**src/rtl/bp_be_fp_fflags_accum.sv**
```systemverilog
// FP exception-flag accumulator: buffers writeback flags until commit/flush, owns fflags/frm, resolves rm.
// Updates land the cycle after commit/CSR write; wb_ready_o drops when the pending FIFO is full. Macro: BP_BE_FFLAGS_BYPASS_EN.
module bp_be_fp_fflags_accum #(
  parameter int pending_els_p = 4
) (
  input  logic       clk_i,
  input  logic       reset_n_i,
  input  logic       wb_v_i,
  input  logic [4:0] wb_eflags_i,
  output logic       wb_ready_o,
  input  logic       commit_v_i,
  input  logic       flush_i,
  input  logic       csr_w_v_i,
  input  logic [1:0] csr_sel_i,
  input  logic [7:0] csr_data_i,
  output logic [7:0] csr_data_o,
  input  logic [2:0] instr_rm_i,
  output logic [2:0] rm_o,
  output logic       rm_illegal_o,
  output logic [4:0] fflags_o,
  output logic [2:0] frm_o,
  output logic       fs_dirty_o
);

  localparam int ptr_w_lp = $clog2(pending_els_p);
  localparam int cnt_w_lp = ptr_w_lp + 1;
  localparam logic [cnt_w_lp-1:0] depth_lp = cnt_w_lp'(pending_els_p);

  logic [4:0]          pend_mem_r [pending_els_p];
  logic [ptr_w_lp-1:0] head_r, tail_r;
  logic [cnt_w_lp-1:0] count_r;
  logic [4:0]          fflags_r;
  logic [2:0]          frm_r;
  logic                fs_dirty_r;

  logic       fifo_empty;
  logic       bypass;
  logic       push;
  logic       pop;
  logic [4:0] commit_flags;
  logic [4:0] fflags_or;
  logic [4:0] fflags_n;
  logic [2:0] frm_n;
  logic       csr_w_fflags;
  logic       csr_w_frm;
  logic       dirty_set;

  assign fifo_empty = (count_r == '0);
  assign wb_ready_o = (count_r < depth_lp);

`ifdef BP_BE_FFLAGS_BYPASS_EN
  // Writeback and commit of the same instruction with nothing queued: fold flags straight in.
  assign bypass = commit_v_i & wb_v_i & fifo_empty;
`else
  assign bypass = 1'b0;
`endif

  assign push = wb_v_i & wb_ready_o & ~flush_i & ~bypass;
  assign pop  = commit_v_i & ~fifo_empty;

  always_comb begin
    commit_flags = '0;
    if (pop)
      commit_flags = pend_mem_r[head_r];
    else if (bypass)
      commit_flags = wb_eflags_i;
  end

  // CSR write owns any field it names; commit OR survives only in untouched fields.
  assign csr_w_fflags = csr_w_v_i & csr_sel_i[0];
  assign csr_w_frm    = csr_w_v_i & csr_sel_i[1];
  assign fflags_or    = fflags_r | commit_flags;
  assign fflags_n     = csr_w_fflags ? csr_data_i[4:0] : fflags_or;
  assign frm_n        = !csr_w_frm ? frm_r
                      : (csr_sel_i == 2'd3) ? csr_data_i[7:5] : csr_data_i[2:0];
  assign dirty_set    = (csr_w_v_i & (csr_sel_i != 2'd0)) | (fflags_or != fflags_r);

  always_ff @(posedge clk_i) begin
    if (push)
      pend_mem_r[tail_r] <= wb_eflags_i;
  end

  always_ff @(posedge clk_i or negedge reset_n_i) begin
    if (!reset_n_i) begin
      head_r     <= '0;
      tail_r     <= '0;
      count_r    <= '0;
      fflags_r   <= '0;
      frm_r      <= '0;
      fs_dirty_r <= 1'b0;
    end else begin
      if (flush_i) begin
        head_r  <= '0;
        tail_r  <= '0;
        count_r <= '0;
      end else begin
        head_r  <= head_r + (pop ? ptr_w_lp'(1) : '0);
        tail_r  <= tail_r + (push ? ptr_w_lp'(1) : '0);
        count_r <= count_r + cnt_w_lp'(push) - cnt_w_lp'(pop);
      end
      fflags_r <= fflags_n;
      frm_r    <= frm_n;
      if (dirty_set)
        fs_dirty_r <= 1'b1;
    end
  end

  always_comb begin
    case (csr_sel_i)
      2'd1:    csr_data_o = {3'b000, fflags_r};
      2'd2:    csr_data_o = {5'b00000, frm_r};
      2'd3:    csr_data_o = {frm_r, fflags_r};
      default: csr_data_o = '0;
    endcase
  end

  assign rm_o         = (instr_rm_i == 3'b111) ? frm_r : instr_rm_i;
  assign rm_illegal_o = rm_o[2] & (rm_o[1] | rm_o[0]);
  assign fflags_o     = fflags_r;
  assign frm_o        = frm_r;
  assign fs_dirty_o   = fs_dirty_r;

`ifndef SYNTHESIS
  wb_while_full_a: assert property (@(posedge clk_i) disable iff (!reset_n_i)
    !(wb_v_i && !wb_ready_o));
  commit_while_empty_a: assert property (@(posedge clk_i) disable iff (!reset_n_i)
    !(commit_v_i && fifo_empty && !bypass));
`endif

endmodule

```
**config.mk**
```make
export PLATFORM = sky130hd
export DESIGN_NAME = bp_be_fp_fflags_accum
export DESIGN_NICKNAME = d
export VERILOG_FILES = /design/src/rtl/bp_be_fp_fflags_accum.sv
export SDC_FILE = /design/constraint.sdc
export NUM_CORES = 1
export LEC_CHECK = 0
export CAP_MARGIN = 10
export CORE_ASPECT_RATIO = 1.4
export CORE_MARGIN = 5
export CORE_UTILIZATION = 44
export CTS_BUF_LIST = sky130_fd_sc_hd__clkbuf_2 sky130_fd_sc_hd__clkbuf_4 sky130_fd_sc_hd__clkbuf_8
export DETAILED_ROUTE_END_ITERATION = 8
export PLACE_DENSITY = 0.89
export SETUP_SLACK_MARGIN = 0.15
export SLEW_MARGIN = 20
export SYNTH_ARGS = -nofsm -noshare
export SYNTH_HDL_FRONTEND = slang
export SYNTH_SLANG_ARGS = --single-unit
export TNS_END_PERCENT = 10
```
**constraint.sdc**
```tcl
create_clock -name clk_i -period 2.15 [get_ports clk_i]
set_clock_uncertainty 0.1 [all_clocks]
set_input_delay 0.3225 -clock clk_i [delete_from_list [all_inputs] [get_ports clk_i]]
set_output_delay 0.3225 -clock clk_i [all_outputs]
set_load 0.02 [all_outputs]
```
==> impl_metrics.tcl, run 1 <==
set metrics [dict create \
    status "finished clean" \
    endpoint "wb_ready_o" \
    drive_gt1_share_pct 16.2 \
    intPower_w 0.00159 \
    hp-class "input pin to async pin" \
    fin_setup_tns_ns 0 \
    final.period_utilization_pct 94.8 \
    core_um2 3680 \
    setup.worst_path.start "count_r[2]" \
    ys_seq_area_share_pct 59.9 \
    ys_ff_latch 36 \
    die_w_um 62.1 \
    nets 211 \
    vias 1220 \
    rr_endpoint "count_r[2]" \
    area_delta_synth_final_pct 41.5 \
    critical_path_class "register to primary output" \
    grt_start_max_net_pins 17 \
    cts_root_buf "clkbuf_8" \
    endpoint_kind "primary output" \
    viasPerCell 5.37 \
    worst_slew_pin_slew_ns 0.713 \
    pin_count 46 \
    power_frac_seq_pct 41.1 \
    cts.clk_slew.worst_paths_ns 0.07 \
    synth_nets 154 \
    grt_pass1_wl_um 5750 \
    antennaDiodeCount 0 \
    max_cap_violations 0 \
    fin_crit_ns 2.04 \
    relSlewSlack_pct 52.3 \
    start_kind "register" \
    multiInputGateArea_um2 653 \
    p_leak_nw 0.954 \
    synthesis.area_um2 1670 \
    grt_pass1_vias 1262 \
    grt-ovfl-total 0 \
    drc 0 \
    hold_slack_ns 0.361 \
    worst-path-max-fanout 4 \
    setup_viol 0 \
    dr.pass1.iters 4 \
    drv_slew 0 \
    cts_tree "done" \
    clk_path_buf_depth 2 \
    synth_cell_types 32 \
    hold_viol 0 \
    avgRoutedWirePerCell_um 16.1 \
    die-area_um2 5150 \
    port_buffers 45 \
    finalNonFillerCells 227 \
    final_cell_mix "33 x clkdlybuf4s50_1, 20 x edfxtp_1, 14 x dfrtp_1, 13 x buf_4" \
    critical_path_arrival_ns 1.61 \
    worst_r2r_path_depth 8 \
    start_util_pct 45.5 \
    ant_nets 0 \
    rows 26 \
    synthCells 127 \
    switching_power_w 0.000706 \
    p_comb_share_pct 33.4 \
    clk_latency_ns 0.28 \
    fp.dieH_um 82.9 \
    p_per_area_nw_per_um2 972 \
    final_common_cell "clkdlybuf4s50_1" \
    critical_path_required_ns 1.73 \
    yosysWarningCount 0 \
    final_core_util_pct 64.3 \
    rsz0062_at_grt "true" \
    swShare_pct 30.7 \
    drt_iter0_markers 80 \
    synth_ff_type "edfxtp_1" \
    cts_buffers 5 \
    synthArstFlopShare_pct 44.4 \
    dpl.cell_count 218 \
    antenna_found_initial 0 \
    power.total_w 0.00230 \
    vdd_ir_drop_max_uv 1160 \
    r2r-start "count_r[0]" \
    avgSynthCellArea_um2 13.2 \
    cts_max_level 2 \
    grt_use_total_pct 15.0 \
    power_frac_clock_pct 25.5 \
    synth_enable_flop_cells 20 \
    routed_wl_um 3650 \
    reg2reg_slack_ns 0.15 \
    cts.sinks 36 \
    fill_cells 301 \
    dp_hpwl_um 2880 \
    gp_congestion 0.796 \
    max_freq_mhz 491 \
    regArea_um2 1000 \
]
[metrics by stage]
step,cell area (um^2),worst slack (ns)
3_3_place_gp,2250,-0.109
5_1_grt,2360,0.0158
2_1_floorplan,1700,0.136
6_report,2360,0.113
4_1_cts,2360,0.130
3_5_place_dp,2250,-0.204
[synth_stat cells (all sizes together), types with 3 or more instances]
cell type | instances | area share (%)
and3 | 4 | 1.5
and2 | 4 | 1.5
a22o | 3 | 1.6
dfrtp | 16 | 24
o21a | 5 | 2.2
clkbuf | 5 | 1.1
o21ai | 5 | 1.5
nor2b | 3 | 1.1
nor2 | 10 | 2.2
mux4 | 5 | 7.6
inv | 5 | 1.1
mux2i | 3 | 1.8
xnor2 | 5 | 2.6
a21oi | 8 | 2.4
edfxtp | 20 | 36
nand2 | 9 | 2.0
[what timing repair did]
action                     4_1_cts  5_1_grt
setup endpoints to repair       13        2
hold buffers                     0        0
setup buffers                    0        1
gates resized for setup         16        1
pin swaps                        5        0
gates cloned                     0        0
[layer usage]
metal	up-vias	track usage, %	routed length, um
li1	585	-	-
met1	580	16.1	1300
met2	50	25.9	1940
met3	5	5.59	375
met4	0	4.63	44
met5	-	0	0
[power groups by stage]
stage          clock (W)  sequential [W]  combinational [W]
6_report        0.000586        0.000944           0.000768
5_1_grt         0.000633        0.000958           0.000837
4_1_cts         0.000604        0.000946           0.000764
3_5_place_dp           0        0.000951           0.000776
3_3_place_gp           0        0.000938           0.000743
2_1_floorplan          0        0.000961           0.000447
[worst min-delay path by stage]
stage	startpoint	end	slack, ns	depth (start not counted)
detailed placement	fs_dirty_o	fs_dirty_o	0.40	2
floorplan	reset_n_i	count_r[0]	-0.07	0
CTS	reset_n_i	fflags_o[2]	0.37	1
finish	reset_n_i	head_r[1]	0.36	1
global route	reset_n_i	fflags_o[2]	0.42	1
global placement	fs_dirty_o	fs_dirty_o	0.40	2
[worst max-delay path, cell delays in order, from the launching register on]
cell	delay, ns
dfrtp_2	0.46
buf_4	0.16
inv_1	0.09
clkdlybuf4s50_1	0.61
[registers in the layout, indices dropped and copies added (netlist names)]
signal and cells:
fs_dirty_o 1, count_r 3, tail_r 2, frm_o 3
head_r 2, fflags_o 5, pend_mem_r 20
[kinds of logic (layout without fill, tap and decap cells)]
kind of cell / count (synthesis) / count (layout) / share of synthesized area (%)
compound gates: 27 / 27 / 10.7
xor+xnor: 6 / 6 / 3.14
fa+ha+maj: 3 / 3 / 2.69
buf+inv: 12 / 70 / 3.14
flops: 36 / 36 / 59.9
mux: 8 / 8 / 9.43
simple gates: 35 / 35 / 11.0
[cell type report]
class / instances / share of cell area (%)
multi-input cells: 79 / 27.6
repair buffers: 57 / 22.2
inverters: 5 / 0.794
flip-flops and latches: 36 / 42.4
clock buffers: 6 / 3.23
well taps: 42 / 2.22
clock inverters: 2 / 1.48
Power figures use the tool's default switching activity.
==> run 2, diff against run 1 <==
--- a/config.mk
+++ b/config.mk
@@ -5,10 +5,11 @@
 export SDC_FILE = /design/constraint.sdc
 export NUM_CORES = 1
 export LEC_CHECK = 0
+export ABC_AREA = 1
 export CAP_MARGIN = 10
 export CORE_ASPECT_RATIO = 1.4
 export CORE_MARGIN = 5
-export CORE_UTILIZATION = 44
+export CORE_UTILIZATION = 45
 export CTS_BUF_LIST = sky130_fd_sc_hd__clkbuf_2 sky130_fd_sc_hd__clkbuf_4 sky130_fd_sc_hd__clkbuf_8
 export DETAILED_ROUTE_END_ITERATION = 8
 export PLACE_DENSITY = 0.89
==> run 2 against run 1 <==
  * Hold slack worse by 0.12 ns
  * Synthesized cell count is 60% higher
  * Area after synthesis is 8.1% higher
  * Non-clock buffer count stayed put
  * Critical path type is now input pin to primary output
  * Clock power is 22% lower
  * Sequential share of layout area is 1.5 points lower
  * Setup slack better by 0.064 ns
  * Core utilization is 1.9 points lower
  * Fmax is 3.3% higher
  * Routed wire length is 5.8% higher
  * Largest cell class unchanged
  * Largest power group unchanged
  * Cell area is 3.4% higher
==> impl_metrics.tcl, run 2 <==
set metrics [dict create \
    synth_cell_types 26 \
    cts.sinks 36 \
    start_util_pct 46.1 \
    ant_nets 0 \
    hp-class "input pin to async pin" \
    critPathTopFamily "buffers and inverters" \
    fin_setup_tns_ns 0 \
    antenna_found_initial 0 \
    synth_top_area_share_pct 33.2 \
    final_common_cell "nand2_1" \
    drive_gt1_share_pct 12.9 \
    synth_top_family_by_area "simple AND/OR/NAND/NOR gates" \
    dr.pass1.iters 4 \
    synthesis.area_um2 1810 \
    p_per_area_nw_per_um2 893 \
    yosys-top-cells-area "edfxtp_1 33%, dfrtp_1 22%, nand2_1 8.7%, inv_1 8.3%, nor2_1 3.9%" \
    ys_ff_latch 36 \
    die-area_um2 5400 \
    synthTopCellsByCount "42 x nand2_1, 40 x inv_1, 20 x edfxtp_1, 19 x nor2_1, 16 x dfrtp_1" \
    drv_slew 0 \
    port_buffers 45 \
    critical_path_class "input pin to primary output" \
    ys_seq_area_share_pct 55.4 \
    endpoint_kind "primary output" \
    grt_pass1_wl_um 6190 \
    fin_crit_ns 1.97 \
    status "finished clean" \
    grt-ovfl-total 0 \
    path_buf_inv 3 \
    cts_root_buf "clkbuf_8" \
    synth_adder_area_share_pct 2.49 \
    cp_slowest_cell "clkdlybuf4s50_1" \
    routed_wl_um 3870 \
    hold_viol 0 \
    drt_iter0_markers 44 \
    worst-path-max-fanout 7 \
    clk_latency_ns 0.29 \
    area_delta_synth_final_pct 35.3 \
    dpl.cell_count 299 \
    clk_path_buf_depth 2 \
    largest_register_ffs 20 \
    die_w_um 63.6 \
    viasPerCell 5.00 \
    cts_tree "done" \
    vias 1535 \
    grt_start_max_net_pins 17 \
    synth_ff_type "edfxtp_1" \
    pin_count 46 \
    final_core_util_pct 62.4 \
    synthMuxAreaShare_pct 0 \
    avgRoutedWirePerCell_um 12.6 \
    final_cell_mix "42 x nand2_1, 40 x inv_1, 33 x clkdlybuf4s50_1, 20 x edfxtp_1, 19 x nor2_1" \
    synth_largest_area_cell "edfxtp_1" \
    rows 27 \
    synth_xor_area_share_pct 0.970 \
    grt_pass1_vias 1482 \
    critical_path_arrival_ns 1.55 \
    finalNonFillerCells 307 \
    synthCells 203 \
    synthArstFlopShare_pct 44.4 \
    max_freq_mhz 507 \
    cp_slowest_stage_delay_ns 0.56 \
    critical_path_required_ns 1.73 \
    synth_enable_flop_cells 20 \
    avgSynthCellArea_um2 8.90 \
    start_kind "input pin" \
    synth_simple_gate_area_share_pct 21.3 \
    setup_viol 0 \
    yosysMostFrequentCell "nand2_1" \
    vdd_ir_drop_max_uv 736 \
    p_leak_nw 1.15 \
    cts_buffers 5 \
    fp.dieH_um 85.0 \
    gp_congestion 0.795 \
    regMostFlops "pend_mem_r" \
    drc 0 \
    power.total_w 0.00218 \
    rsz0062_at_grt "true" \
    synth_compound_area_share_pct 9.14 \
    cts_max_level 2 \
    grt_use_total_pct 14.7 \
    path_cells "clkdlybuf4s50_1 -> inv_1 -> o21ai_0 -> dlygate4sd2_1" \
    nets 290 \
    cts.clk_slew.worst_paths_ns 0.07 \
    core_um2 3920 \
    relSlewSlack_pct 71.2 \
    dp_hpwl_um 3110 \
    final.period_utilization_pct 91.8 \
    yosysWarningCount 0 \
    antennaDiodeCount 0 \
    synth_nets 230 \
    cts_setup_buffers 0 \
    fill_cells 321 \
    worst_slew_pin_slew_ns 0.432 \
    hold_slack_ns 0.246 \
    max_cap_violations 0 \
]
[run 2: cell types whose count changed after synthesis, sizes merged, moves of 4 or more]
cell	delta
nor3	+6
and2	-4
xnor2	-4
inv	+38
nor2	+11
mux4	-5
nand2	+35
o21ai	+7
nand3	+15
[run 2: stage by stage]
step | instance area, um^2 | worst slack [ns]
6_report | 2440 | 0.177
2_1_floorplan | 1810 | 0.216
3_5_place_dp | 2370 | -0.108
3_3_place_gp | 2370 | -0.0585
5_1_grt | 2440 | 0.0972
4_1_cts | 2440 | 0.167
[run 2: what timing repair did]
action                                  in CTS  in global routing
resized for setup                           12                  6
endpoints found under the setup margin      12                  5
hold buffers                                 0                  0
gates cloned                                 0                  0
pin swaps                                    0                  2
[run 2: logic make-up (layout without fill, tap and decap cells)]
| group | after synthesis | count (layout) |
|---|---|---|
| and+or+nand+nor | 87 | 87 |
| adders and majority gates | 3 | 3 |
| AOI/OAI and AO/OA | 28 | 28 |
| xor gates and xnor gates | 2 | 2 |
| buffers and inverters | 47 | 108 |
| DFF | 36 | 36 |
[run 2: worst register-to-register path: stages, from the launching register on]
cell	delay, ns
dfrtp_1	0.41
inv_1	0.08
nand2_1	0.06
nor2_2	0.14
xor2_1	0.19
ha_2	0.19
inv_1	0.05
fa_2	0.33
and3_1	0.17
nor3_1	0.13
[run 2: layout make-up]
| cell class | instances | area, um^2 | share of cell area [%] |
|---|---|---|---|
| flip-flops and latches | 36 | 1000 | 40.9 |
| multi-input cells | 120 | 618 | 25.3 |
| repair buffers | 57 | 523 | 21.4 |
| inverters | 43 | 161 | 6.60 |
| clock buffers | 6 | 76.3 | 3.12 |
| well taps | 43 | 53.8 | 2.20 |
| clock inverters | 2 | 11.3 | 0.461 |
[run 2: path summary, 6_finish.rpt]
kind	from	end	slack (ns)	depth (start not counted)
worst min register to register	fs_dirty_o	fs_dirty_o	0.46	4
worst max register to register	count_r[2]	count_r[2]	0.22	9
min in group clk_i	fs_dirty_o	fs_dirty_o	0.46	4
max in group asynchronous	reset_n_i	frm_o[2]	1.52	2
worst max-delay path	csr_sel_i[0]	csr_data_o[2]	0.18	4
worst min-delay path	reset_n_i	count_r[2]	0.25	2
[run 2: layer usage]
| metal | global-route usage, % | wire length (um) | up-vias | part of all wire (%) |
|---|---|---|---|---|
| met1 | 13.9 | 1460 | 703 | 38 |
| met3 | 4.24 | 248 | 7 | 6.4 |
| met5 | 0 | 0 | - | 0 |
| met2 | 27.9 | 2090 | 57 | 54 |
| li1 | - | - | 768 | - |
| met4 | 7.37 | 71 | 0 | 1.8 |
[run 2: where the power goes]
part / leakage [nW] / internal, W / switching, W
logic: 0.728 / 0.000348 / 0.000460
registers: 0.377 / 0.000822 / 0.0000937
clock network: 0.0423 / 0.000237 / 0.000221
total: 1.15 / 0.00141 / 0.000775
==> run 3, diff against run 2 <==
--- a/config.mk
+++ b/config.mk
@@ -7,13 +7,16 @@
 export LEC_CHECK = 0
 export ABC_AREA = 1
 export CAP_MARGIN = 10
+export CELL_PAD_IN_SITES_DETAIL_PLACEMENT = 1
+export CELL_PAD_IN_SITES_GLOBAL_PLACEMENT = 1
 export CORE_ASPECT_RATIO = 1.4
 export CORE_MARGIN = 5
-export CORE_UTILIZATION = 45
+export CORE_UTILIZATION = 34
 export CTS_BUF_LIST = sky130_fd_sc_hd__clkbuf_2 sky130_fd_sc_hd__clkbuf_4 sky130_fd_sc_hd__clkbuf_8
 export DETAILED_ROUTE_END_ITERATION = 8
-export PLACE_DENSITY = 0.89
+export PLACE_DENSITY = 0.9
 export SETUP_SLACK_MARGIN = 0.15
+export SKIP_CTS_REPAIR_TIMING = 1
 export SLEW_MARGIN = 20
 export SYNTH_ARGS = -nofsm -noshare
 export SYNTH_HDL_FRONTEND = slang
==> run 3 against run 2 <==
  * Global-route usage is essentially flat
  * Sequential power grew 0.5%
  * Sequential share of layout area shrank 1.3 points
  * Final cell count grew 7.5%
  * First-iteration DRC count grew 16%
  * Cell area grew 3.3%
  * Hold slack gained 0.0054 ns
  * Setup slack gained 0.13 ns
  * Clock power grew 3%
  * Clock-buffer cell count is the same
  * Critical path depth grew 4
==> impl_metrics.tcl, run 3 (same netlist as run 2, synthesis figures left out) <==
set metrics [dict create \
    fp.dieH_um 96.3 \
    final.period_utilization_pct 85.8 \
    place_area_um2 2400 \
    cts_max_level 2 \
    pin_count 46 \
    grt_use_total_pct 14.7 \
    hold_viol 0 \
    final_cell_mix "42 x nand2_1, 40 x inv_1, 33 x clkdlybuf4s50_1, 20 x edfxtp_1, 19 x nor2_1" \
    hold_slack_ns 0.251 \
    final_cell_area_um2 2520 \
    rows 31 \
    cts.sinks 36 \
    die_w_um 71.6 \
    cp_slowest_cell "clkdlybuf4s50_1" \
    antennaDiodeCount 0 \
    dr.pass1.iters 4 \
    ant_nets 0 \
    viasPerCell 4.69 \
    drive_gt1_share_pct 12.9 \
    dp_hpwl_um 3720 \
    routed_wl_um 4670 \
    cp_slowest_stage_delay_ns 0.46 \
    p_leak_nw 1.28 \
    drv_slew 0 \
    fin_crit_ns 1.85 \
    setup_viol 0 \
    grt_pass1_vias 1691 \
    avgRoutedWirePerCell_um 14.1 \
    gp_congestion 0.844 \
    grt_pass1_wl_um 7830 \
    cts_root_buf "clkbuf_8" \
    relSlewSlack_pct 69.8 \
    worst-path-max-fanout 2 \
    critical_path_required_ns 2.23 \
    p_per_area_nw_per_um2 888 \
    vias 1548 \
    final_common_cell "nand2_1" \
    antenna_found_initial 0 \
    cts_buffers 5 \
    drt_iter0_markers 51 \
    critical_path_arrival_ns 1.92 \
    rsz0062_at_grt "false" \
    nets 290 \
    max_freq_mhz 542 \
    regMostFlops "pend_mem_r" \
    drc 0 \
    start_util_pct 35.0 \
    start_kind "input pin" \
    area_delta_synth_final_pct 39.8 \
    die-area_um2 6890 \
    cts_tree "done" \
    largest_register_ffs 20 \
    status "finished clean" \
    core_um2 5160 \
    endpoint_kind "register" \
    grt_start_max_net_pins 17 \
    critical_path_class "input pin to register" \
    grt-ovfl-total 0 \
    vdd_ir_drop_max_uv 415 \
    worst_slew_pin_slew_ns 0.453 \
    hp-class "input pin to async pin" \
    max_cap_violations 0 \
    path_cells "clkdlybuf4s50_1 -> a21boi_4 -> xor2_1 -> ha_1 -> inv_1 -> fa_2 -> a21oi_1 -> nor3_2" \
    port_buffers 45 \
    clk_latency_ns 0.29 \
    cts.clk_slew.worst_paths_ns 0.07 \
    clk_path_buf_depth 2 \
]
run 3: cell types whose count changed in the layout (fill, tap and decap cells not counted), sizes merged:
cell / before / now
dlygate4sd2: 10 / 0
clkbuf: 7 / 6
dlymetal6s2s: 0 / 12
clkdlybuf4s15: 1 / 0
run 3: critical path: cells and delay by family:
kind | cells | cell delay, ns
buf+inv | 2 | 0.51
xor+xnor | 1 | 0.15
simple gates | 1 | 0.07
compound gates | 2 | 0.37
fa+ha+maj | 2 | 0.50
run 3: routing by layer:
metal	part of all wire [%]	global-route usage (%)
met1	39	15.4
met2	53	27.5
met3	5.5	3.76
met4	2.1	6.11
met5	0	0
run 3: power breakdown:
| group | total [W] | leakage, nW | internal [W] | switching [W] |
|---|---|---|---|---|
| Clock | 0.000474 | 0.0446 | 0.000239 | 0.000235 |
| Combinational | 0.000847 | 0.859 | 0.000361 | 0.000486 |
| Sequential | 0.000921 | 0.377 | 0.000822 | 0.0000987 |
| Total | 0.00224 | 1.28 | 0.00142 | 0.000820 |
run 3: cell type report:
| type | instances | area (um^2) |
|---|---|---|
| Timing Repair Buffer | 57 | 571 |
| Multi-Input combinational cell | 120 | 621 |
| Inverter | 43 | 161 |
| Fill cell | 599 | 2630 |
| Sequential cell | 36 | 1000 |
| Clock buffer | 6 | 76.3 |
| Tap cell | 66 | 82.6 |
| Clock inverter | 2 | 12.5 |
run 3: through the flow:
| stage | std cells | worst slack, ns | utilization, % | TNS [ns] | total power [W] |
|---|---|---|---|---|---|
| after floorplan | 203 | 0.216 | - | 0 | 0.00144 |
| after detailed placement | 322 | -0.0991 | 46.5 | -0.323 | 0.00178 |
| final | 330 | 0.305 | 48.9 | 0 | 0.00224 |
| after CTS | 330 | -0.0835 | 48.2 | -0.290 | 0.00227 |
| after global placement | 322 | -0.0413 | 46.5 | -0.135 | 0.00173 |
| after global routing | 330 | 0.163 | 48.9 | 0 | 0.00239 |
run 3: final timing paths:
kind,endpoint,slack [ns],depth (start not counted),start
setup / recovery,count_r[2],0.30,8,commit_v_i
hold / removal,count_r[2],0.25,2,reset_n_i
setup reg to reg,count_r[2],0.32,9,count_r[2]
hold reg to reg,fs_dirty_o,0.46,4,fs_dirty_o
max in group asynchronous,frm_o[1],1.50,2,reset_n_i
min in group clk_i,fs_dirty_o,0.46,4,fs_dirty_o
